===== src/rtl/exec_timer.sv =====
// Execution-time counter: counts prescaled cycles spent in process_exicute into a
// saturating timeValue, and pulses start_timeValue_convetion on entry to finish.
module exec_timer #(
  parameter int PRESCALE = 1,
  parameter int WIDTH    = 26
) (
  input  logic             clk,
  input  logic             rst,
  input  logic [2:0]       state,
  output logic [WIDTH-1:0] timeValue,
  output logic             start_timeValue_convetion,
  output logic             running,
  output logic             overflow
);

  localparam int PW = (PRESCALE > 1) ? $clog2(PRESCALE) : 1;
  localparam logic [PW-1:0]    PMAX = PW'(PRESCALE - 1);
  localparam logic [WIDTH-1:0] TMAX = '1;
  localparam logic [2:0] ST_EXEC = 3'd4;
  localparam logic [2:0] ST_FIN  = 3'd6;

  typedef enum logic [1:0] {IDLE, COUNT, HELD} fsm_t;

  fsm_t             r_fsm;
  logic [2:0]       r_prev_state;
  logic [PW-1:0]    r_presc;

  logic             w_entry;
  logic             w_fin;
  logic             w_count;
  logic [PW-1:0]    w_presc_cur;
  logic [WIDTH-1:0] w_tv_cur;
  logic             w_ovf_cur;
  logic             w_wrap;

  assign w_entry = (state == ST_EXEC) && (r_prev_state != ST_EXEC);
  assign w_fin   = (state == ST_FIN)  && (r_prev_state != ST_FIN);
  assign w_count = w_entry || ((r_fsm == COUNT) && (state == ST_EXEC));

  // Entry clears the measurement and counts its own cycle, so the step is
  // applied to a zeroed view of the counters on that edge.
  assign w_presc_cur = w_entry ? '0   : r_presc;
  assign w_tv_cur    = w_entry ? '0   : timeValue;
  assign w_ovf_cur   = w_entry ? 1'b0 : overflow;
  assign w_wrap      = (w_presc_cur == PMAX);

  always_ff @(posedge clk) begin
    if (!rst) begin
      r_fsm                     <= IDLE;
      r_prev_state              <= 3'd0;
      r_presc                   <= '0;
      timeValue                 <= '0;
      start_timeValue_convetion <= 1'b0;
      running                   <= 1'b0;
      overflow                  <= 1'b0;
    end else begin
      r_prev_state              <= state;
      start_timeValue_convetion <= w_fin;
      if (w_count) begin
        r_fsm   <= COUNT;
        running <= 1'b1;
        if (w_wrap) begin
          r_presc <= '0;
          if (w_tv_cur == TMAX) begin
            timeValue <= TMAX;
            overflow  <= 1'b1;
          end else begin
            timeValue <= w_tv_cur + 1'b1;
            overflow  <= w_ovf_cur;
          end
        end else begin
          r_presc   <= w_presc_cur + 1'b1;
          timeValue <= w_tv_cur;
          overflow  <= w_ovf_cur;
        end
      end else if (r_fsm == COUNT) begin
        // Leaving execute: value freezes, partial prescale count is dropped.
        r_fsm   <= HELD;
        running <= 1'b0;
        r_presc <= '0;
      end
    end
  end

endmodule


===== config.mk =====
export PLATFORM = sky130hd
export DESIGN_NAME = exec_timer
export DESIGN_NICKNAME = d
export VERILOG_FILES = /design/src/rtl/exec_timer.sv
export SDC_FILE = /design/constraint.sdc
export NUM_CORES = 1
export LEC_CHECK = 0
export ABC_AREA = 1
export CAP_MARGIN = 40
export CORE_UTILIZATION = 55
export CTS_BUF_LIST = sky130_fd_sc_hd__clkbuf_4 sky130_fd_sc_hd__clkbuf_8
export DETAILED_ROUTE_END_ITERATION = 8
export MAX_ROUTING_LAYER = met4
export PLACE_DENSITY = 0.82
export SETUP_SLACK_MARGIN = 0.15
export SLEW_MARGIN = 10
export SYNTH_ARGS = -nofsm -noshare
export SYNTH_HDL_FRONTEND = slang
export SYNTH_SLANG_ARGS = --single-unit
export TNS_END_PERCENT = 100

===== constraint.sdc =====
create_clock -name clk -period 3 [get_ports clk]
set_clock_uncertainty 0.05 [all_clocks]
set_input_delay 0.6 -clock clk [delete_from_list [all_inputs] [get_ports clk]]
set_output_delay 0.6 -clock clk [all_outputs]
set_load 0.005 [all_outputs]

==> results.yml <==
synthesis:
  yosysUniqueCellTypes: 30
  syn-num-nets: 341
  yosysWarnings: 0
  syn-cell-area_mm2: 0.00212
  syn-mean-instance-area_um2: 6.33
  ys_ff_latch: 33
  synth_edf_count: 0
  synthFlopType: "dfxtp_1"
  seq_area_frac_synth_pct: 31.1
  synth_cells: 335
  async_flop_share_pct: 0
detailed_routing:
  first_pass_iters: 4
  num_vias: 2187
  drt_wl_total_mm: 5.12
  wl_met1_mm: 2.31
  top_layer_used: "met4"
  wl_met3_um: 411
  viasPerCell: 5.17
  wl_per_cell_um: 12.1
  wl_met2_mm: 2.31
  drc: 0
  ant_nets: 0
  drt_iter0_drc: 166
place:
  dp_slack_ps: -25.2
  port_buffers: 33
  dp_hpwl_mm: 3.61
  gp_congestion: 0.861
  placed_area_mm2: 0.00251
die:
  die_w_um: 64.1
  rows: 22
  dieArea_mm2: 0.00411
  io_pins: 34
  die-height_um: 64.1
  start_util_pct: 57.5
  fp.coreArea_mm2: 0.00369
timing:
  max_slew_margin_pct: 60.0
  setup_viol: 0
  worst_slew_pin_slew_ps: 599
  final_hold_viol_count: 0
  max_freq_ghz: 0.372
  period_share_pct: 89.5
  slew_viol_final: 0
  fin_ws_ps: 315
  min_period_ps: 2680
  rsz0062_at_grt: "no"
power:
  swShare_pct: 26.1
  combPwrFrac_pct: 13.6
  power.share.sequential_pct: 48.7
  power.switching_w: 0.000259
  ir_worst_vdd_mv: 0.351
  total_leakage_power_nw: 1.15
  p_per_area_mw_per_mm2: 374
  clockPowerShare_pct: 37.8
  p_int_w: 0.000733
finish:
  drive_above_1_share_pct: 12.8
  final_common_cell: "nand2_1"
  fin_area_mm2: 0.00266
  antennaDiodeCount: 0
  multi_input_area_mm2: 0.00126
  syn_to_final_growth_pct: 25.1
  fillers: 345
  seq_area_um2: 661
  final_nets: 380
  layout_common_cells: "87 x nand2_1, 51 x nor2_1, 33 x inv_1, 33 x clkdlybuf4s50_1, 33 x dfxtp_1"
clocking:
  htreeDepth: 2
  clk_latency_ps: 290
  cts_made_buffers: 5
  cts_tree: "yes"
  cts_hold_buf: 0
  clk_pin_slew_worst_paths_ps: 70
  cts_max_path_buffers: 2
  cts_root_buf: "clkbuf_8"
  cts_sinks: 33
setup_path:
  worstRegToRegCells: 17
  cp-end-kind: "flop"
  path_class: "input pin to flop"
  path_common_cell: "inv_1"
  reg2reg_from: "r_prev_state[0]$_SDFF_PN0_"
  cp.required_ps: 3190
  cp_slowest_cell: "clkdlybuf4s50_1"
  cp_cell_sequence: "clkdlybuf4s50_1 > inv_1 > nand2_2 > nor2_2 > nand2_4 > inv_1 > nor2_2 > ha_2 > nand2_1 > inv_2 > nand3_4 > nor2_4 > nand2_4 > nor2_4 > nand3_4 > buf_4 > nand3_1 > nand2_1 > inv_1"
  rr_endpoint: "timeValue[12]$_SDFFE_PN0P_"
  critPathMaxFanout: 14
  regToRegSetupSlack_ps: 750
  cp_num_buf_inv: 6
  slowest_delay_ps: 470
  cp_top_family: "simple AND/OR/NAND/NOR gates"
  worstPathArrival_ps: 2880
  startpoint_type: "input pin"
global_route:
  grt_pass1_vias: 1929
  track_usage_pct: 27.9
  grt_max_degree: 43
  overflow: 0
  grt_antenna_before_repair: 0
  grt_pass1_wl_mm: 8.57
min_path:
  hold_class: "flop to flop"
  worstHoldEndpoint: "start_timeValue_convetion$_SDFF_PN0_"
  min_path_cells: 1
  hp-start: "r_prev_state[1]$_SDFF_PN0_"
run:
  maxCapViolations: 0
status:
  status: "complete, no violations"
-- stage by stage --
| step | power (W) | hold WS, ps | setup TNS [ps] | cells | util, % |
|---|---|---|---|---|---|
| after CTS | 0.000992 | 424 | 0 | 421 | 70.9 |
| after global routing | 0.00104 | 440 | 0 | 423 | 72.0 |
| after global placement | 0.000620 | 415 | 0 | 413 | 68.1 |
| after floorplan | 0.000564 | 400 | 0 | 335 | - |
| after detailed placement | 0.000623 | 415 | -71.7 | 413 | 68.1 |
| final | 0.000992 | 416 | 0 | 423 | 72.0 |
-- worst register-to-register path, stage by stage (launching register included) --
cell and delay, ps:
dfxtp_1 320, nor2_2 110, nand2_2 80, nand2_4 90
inv_1 70, nor2_2 150, ha_2 210, nand2_1 60
inv_2 70, nand3_4 90, nor2_4 180, nand2_4 90
nor2_4 140, nand3_4 100, buf_4 210, nand3_1 100
nand2_1 60, inv_1 40
-- how the worst max path moves through the flow --
| stage | from | slack, ps | to | cells after the start |
|---|---|---|---|---|
| after detailed placement | state[0] | -30 | timeValue[17]$_SDFFE_PN0P_ | 18 |
| after CTS | state[0] | 250 | timeValue[20]$_SDFFE_PN0P_ | 18 |
| after global placement | state[0] | 80 | timeValue[17]$_SDFFE_PN0P_ | 18 |
| final | state[0] | 320 | timeValue[12]$_SDFFE_PN0P_ | 19 |
| after global routing | state[0] | 110 | timeValue[18]$_SDFFE_PN0P_ | 17 |
| after floorplan | state[0] | 240 | timeValue[19]$_SDFFE_PN0P_ | 21 |
-- power groups by stage --
stage	clock (W)	combinational (W)	sequential, W
6_report	0.000375	0.000135	0.000483
5_1_grt	0.000400	0.000150	0.000485
4_1_cts	0.000378	0.000132	0.000482
3_5_place_dp	0	0.000131	0.000492
3_3_place_gp	0	0.000128	0.000492
2_1_floorplan	0	0.0000757	0.000488
-- final cells by class --
cell class,instances,share of cell area (%)
timing repair buffer,44,16.0
clock buffer,7,3.63
tap,48,2.26
clock inverter,1,0.189
sequential,33,24.9
inverter,38,5.37
multi-input combinational,252,47.6
-- cells in the mapped netlist (2+ instances only) --
master	n	share of area [%]
nand2_1	88	16
nor2_1	52	9.2
inv_1	34	6.0
dfxtp_1	33	31
nand3_1	30	7.1
o21ai_0	23	5.4
nor2_2	8	2.4
a21oi_1	6	1.4
a31oi_1	6	1.8
clkbuf_1	6	1.1
xor2_1	6	2.5
nand3b_1	5	1.8
buf_6	4	2.1
inv_2	4	0.71
o21bai_1	4	1.4
nand2_2	3	0.88
nand3_2	3	1.4
nor2_4	3	1.6
xnor2_1	3	1.2
nand2_4	2	1.1
nor3_1	2	0.47
o21ai_1	2	0.47
-- logic make-up after synthesis --
group                      synth area share, %
DFF                                       31.1
and+or+nand+nor                           42.8
xor gates and xnor gates                  3.71
adders and majority gates                0.590
buffers and inverters                     10.5
AOI/OAI and AO/OA                         11.3
-- layer usage --
metal / vias up / GRT usage (%)
met5: - / -
met4: 0 / 9.72
met3: 9 / 7.14
met2: 78 / 43.1
met1: 961 / 35.3
li1: 1139 / -
-- flip-flops by register name (all words and copies together), names as in the netlist --
| signal | count |
|---|---|
| r_fsm | 2 |
| r_prev_state | 3 |
| overflow | 1 |
| start_timeValue_convetion | 1 |
| timeValue | 26 |
-- timing repair --
item | in CTS | in global routing
resized for setup | 0 | 8
endpoints found under the hold margin | 0 | 0
setup endpoints to repair | 0 | 26
setup buffers | 0 | 2
(Power assumes the default switching activity.)
